<file path="src/rtl/core_sequencer.sv">
// Program sequencer: fetches buffered instructions by core PC and drives the run/done handshake.
// Optional watchdog on the WAIT state is enabled by defining SEQ_WATCHDOG_EN.
module core_sequencer #(
  parameter int unsigned DEPTH   = 64,
  parameter int unsigned ADDR_W  = 6,
  parameter int unsigned TIMEOUT = 32
) (
  input  logic              clk,
  input  logic              reset,
  input  logic              load_we,
  input  logic [ADDR_W-1:0] load_addr,
  input  logic [31:0]       load_data,
  input  logic              start,
  input  logic              stop,
  input  logic [31:0]       pc,
  input  logic              done,
  output logic              run,
  output logic [31:0]       command,
  output logic              busy,
  output logic              halted,
  output logic              error,
  output logic [15:0]       retired
);

  localparam logic [31:0] Ecall = 32'h0000_0073;

  typedef enum logic [2:0] {StIdle, StFetch, StIssue, StWait, StHalt} state_e;

  if (DEPTH != (32'd1 << ADDR_W) || TIMEOUT == 0) begin : g_param_check
    $error("core_sequencer: DEPTH must equal 2**ADDR_W and TIMEOUT must be nonzero");
  end

  state_e      r_state, w_state_d;
  logic [31:0] r_buf [DEPTH];
  logic        r_stop, r_run, r_busy, r_halted, r_error;
  logic [31:0] r_cmd;
  logic [15:0] r_retired;

  logic        w_misaligned, w_beyond, w_stop_req, w_wd_expire, w_issue, w_next_busy;
  logic [31:0] w_word;

  assign w_misaligned = |pc[1:0];
  assign w_beyond     = |pc[31:ADDR_W+2];
  assign w_word       = r_buf[pc[ADDR_W+1:2]];
  assign w_stop_req   = r_stop | stop;

`ifdef SEQ_WATCHDOG_EN
  logic [31:0] r_wd;

  // Held at zero outside WAIT, so it is already clear on WAIT entry.
  always_ff @(posedge clk) begin
    if (reset || r_state != StWait) r_wd <= '0;
    else                            r_wd <= r_wd + 32'd1;
  end

  assign w_wd_expire = (r_state == StWait) && (r_wd == 32'(TIMEOUT - 1));
`else
  assign w_wd_expire = 1'b0;
`endif

  always_comb begin
    w_state_d = r_state;
    w_issue   = 1'b0;
    unique case (r_state)
      StIdle:  if (start) w_state_d = StFetch;
      StFetch: begin
        if (w_stop_req)                    w_state_d = StIdle;
        else if (w_misaligned || w_beyond) w_state_d = StHalt;
        else begin
          w_state_d = StIssue;
          w_issue   = (w_word != Ecall);
        end
      end
      // Without a pending issue we are here because of ECALL or a stop request.
      StIssue: begin
        if (r_run)       w_state_d = StWait;
        else if (r_stop) w_state_d = StIdle;
        else             w_state_d = StHalt;
      end
      StWait: begin
        if (done)             w_state_d = w_stop_req ? StIdle : StFetch;
        else if (w_wd_expire) w_state_d = StHalt;
      end
      StHalt:  if (start) w_state_d = StFetch;
      default: w_state_d = StIdle;
    endcase
  end

  assign w_next_busy = (w_state_d == StFetch) || (w_state_d == StIssue) || (w_state_d == StWait);

  always_ff @(posedge clk) begin
    if (reset) begin
      r_state   <= StIdle;
      r_stop    <= 1'b0;
      r_run     <= 1'b0;
      r_busy    <= 1'b0;
      r_halted  <= 1'b0;
      r_error   <= 1'b0;
      r_cmd     <= '0;
      r_retired <= '0;
    end else begin
      r_state  <= w_state_d;
      r_busy   <= w_next_busy;
      r_halted <= (w_state_d == StHalt);
      r_run    <= w_issue;

      if (!w_next_busy)     r_stop <= 1'b0;
      else if (r_busy && stop) r_stop <= 1'b1;

      if (w_issue) r_cmd <= w_word;

      if (r_state == StHalt && start) begin
        r_error   <= 1'b0;
        r_retired <= '0;
      end else begin
        if (r_state == StFetch && !w_stop_req && w_misaligned) r_error <= 1'b1;
        if (w_wd_expire && !done)                              r_error <= 1'b1;
        if (r_state == StWait && done && r_retired != 16'hFFFF)
          r_retired <= r_retired + 16'd1;
      end
    end
  end

  // Buffer survives reset; writes only land while the sequencer is parked.
  always_ff @(posedge clk) begin
    if (load_we && (r_state == StIdle || r_state == StHalt)) r_buf[load_addr] <= load_data;
  end

  assign run     = r_run;
  assign command = r_cmd;
  assign busy    = r_busy;
  assign halted  = r_halted;
  assign error   = r_error;
  assign retired = r_retired;

endmodule

</file>
<file path="config.mk">
export PLATFORM = sky130hd
export DESIGN_NAME = core_sequencer
export DESIGN_NICKNAME = d
export VERILOG_FILES = /design/src/rtl/core_sequencer.sv
export SDC_FILE = /design/constraint.sdc
export NUM_CORES = 2
export LEC_CHECK = 0
export CORE_MARGIN = 3
export CORE_UTILIZATION = 55
export DETAILED_ROUTE_END_ITERATION = 16
export DONT_BUFFER_PORTS = 1
export GPL_ROUTABILITY_DRIVEN = 1
export GPL_TIMING_DRIVEN = 0
export PLACE_DENSITY_LB_ADDON = 0.08
export SKIP_LAST_GASP = 1
export SYNTH_ARGS = -nofsm -noshare
export SYNTH_HDL_FRONTEND = slang
export SYNTH_SLANG_ARGS = --single-unit
</file>
<file path="constraint.sdc">
create_clock -name clk -period 8.5 [get_ports clk]
set_input_delay 1.7 -clock clk [delete_from_list [all_inputs] [get_ports clk]]
set_output_delay 1.7 -clock clk [all_outputs]
set_load 0.02 [all_outputs]
</file>
==> results.toml <==
[logic_synthesis]
synth_cell_types = 74
synth_top_area_share = 0.756
synth_fp_nets = 3866
yosysWarningCount = 0
synth-seq-area-share = 0.769
synthArstFlopShare = 0
synthCells = 3789
avgSynthCellArea_um2 = 21.5
synth_top_area_cell = "edfxtp_1"
synth.most_common_cell = "edfxtp_1"
synth_area_leaders = "edfxtp_1 (76%), mux4_2 (13%), mux2i_1 (2.1%), dfxtp_1 (1.4%), nor2_1 (0.61%)"
synth.cell_area_um2 = 81400
synth-edff-count = 2048
synth_commonest_cells = "edfxtp_1 (2048), mux4_2 (477), mux2i_1 (170)"
synth-seq-cells = 2104
synth_ff_type = "edfxtp_1"

[grt]
grt_pass1_wl_um = 394000
grt_max_degree = 65
grt_use_total = 0.397
grt-ovfl-total = 0
grt_pass1_vias = 42400
antenna_found_initial = 21

[timing]
slew_viol_final = 53
finalSetupTns_ps = 0
max_freq_mhz = 134
relSlewSlack = -0.0691
finalClockSkew_ps = 35.3
tightest_slew_ps = 1600
min_period_ps = 7440
period_share = 0.875
rsz0062_at_grt = "false"
finalSetupViolCount = 0
holdWs_ps = 524
hold_viol_final = 0

[worst_setup_path]
critical_path_class = "in2reg"
timing.rr.start = "r_buf[34][12]"
required_ps = 9080
critPathMaxFanout = 10
crit_arrival_ps = 8010
startpoint_type = "primary input"
worst_setup_path_end_kind = "register"
startpoint = "pc[5]"

[layout]
nNetsFinal = 4206
fillers = 9706
area.growth.synth_to_final_pct = 14.4
drive_gt1_frac = 0.262

[drt]
drt-pass1-iter-count = 8
vias = 46100
drtIter0Drc = 9477
routed_wl_um = 301000
ant_nets = 0
vias_per_cell = 7.41
drcViolationCount = 0
post_drt_wl_per_cell_um = 48.4

[clocking]
cts_resized = 0
post-cts-setup-buffers = 0
clockBufferDepth = 3
clkTransAtPathRegs_ps = 60
root_buffer = "clkbuf_16"
ctsHoldBuffers = 0
clk_latency_ps = 820
clock_sinks = 2104
numCtsBuffers = 206
tritoncts = "built"
h-tree-depth = 4

[placement]
io_buffer_count = 0
place_hpwl_um = 201000
gp_routability_congestion = 0.914

[floorplanning]
pin_count = 128
initial_core_util = 0.557
dieWidth_um = 391
num_rows = 140
coreArea_um2 = 146000
die_y_um = 391
dieArea_um2 = 153000

[power]
leakage_nw = 29.4
p_per_area_nw_per_um2 = 226
ir_drop_mv = 0.165

[outcome]
violations = "max-capacitance violations, max-slew violations"
status = "finished with violations"

[worst_hold_path]
min-delay-path-class = "reg2reg"
holdCritStartpoint = "r_stop"

[flow_run]
cap_viol_max_count = 5
## layout by cell type, fill, tap and decap left out, types with 26 or more instances in the layout
cell type and count:
buf_6 42, mux4_2 477, nor2b_1 34, buf_2 68, clkinv_2 31, nand2b_1 39, clkinv_1 55, clkbuf_16 210
clkbuf_1 112, buf_4 26, a22oi_1 44, nor2_4 64, a21oi_1 48, dfxtp_1 56, o22ai_1 46, edfxtp_1 2048
mux2i_1 170, nand2_1 109, o221ai_1 44, nand3_1 46, nor2_1 68, o21ai_0 29, buf_12 107
## path summary, 6_finish.rpt
path                 end  depth (start not counted)  slack, ps
setup / recovery     run                         11       1060
hold / removal    r_stop                          2        520
setup reg to reg     run                          9       3730
hold reg to reg   r_stop                          2        520
## registers in the layout, summed over array words and instances, names as in the netlist
name	flops
retired	16
run	1
command	32
halted	1
busy	1
r_stop	1
error	1
r_state	3
r_buf	2048
## cells by family (layout without fill, tap and decap cells)
group	after synthesis	count (layout)	share of synthesized area
compound gates	298	298	0.0258
mux	683	683	0.158
simple gates	470	470	0.0283
other cells	0	13	0
buf+inv	220	718	0.0165
xor+xnor	13	13	0.00140
fa+ha+maj	1	1	0.000154
flops	2104	2104	0.769
## through the flow
stage	instance area, µm²	util	total power, mW	worst slack [ps]	cells
global placement	83800	0.573	12.7	195	5706
global route	93100	0.637	21.4	1360	6204
finish	93200	0.637	21.1	1060	6217
floorplan	81400	-	12.2	3500	3789
CTS	93100	0.637	21.0	1080	6203
detailed placement	87100	0.595	12.8	245	5837
## layer usage
metal	up-vias	GRT usage	wire length [µm]
met5	-	0	213
met4	12	0.191	18900
met3	924	0.139	46100
met2	4316	0.580	132000
met1	24200	0.538	104000
li1	16600	-	-
## report_power, final
group          leakage, nW  switching, mW  internal [mW]
logic                 7.54          0.799          0.384
registers             18.9        0.00897           11.4
clock network         2.97           3.86           4.60
total                 29.4           4.67           16.4
## worst max-delay path: stages
cell and delay, ps:
clkinv_1 220, buf_2 610, clkbuf_2 910, clkbuf_1 1200, a22oi_1 270, a21oi_1 840, o211ai_1 580, nor4_1 420
nand4_1 130, nor4_1 640, a311oi_1 440
## layout make-up
type	count	area (µm²)	area share
Buffer	209	1320	0.0142
Antenna cell	13	32.5	0.000349
Inverter	11	41.3	0.000443
Timing Repair Buffer	132	2780	0.0298
Tap cell	1917	2400	0.0257
Sequential cell	2104	62600	0.672
Multi-Input combinational cell	1465	17900	0.192
Clock buffer	272	5540	0.0595
Clock inverter	94	500	0.00537
Power figures use the tool's default switching activity.
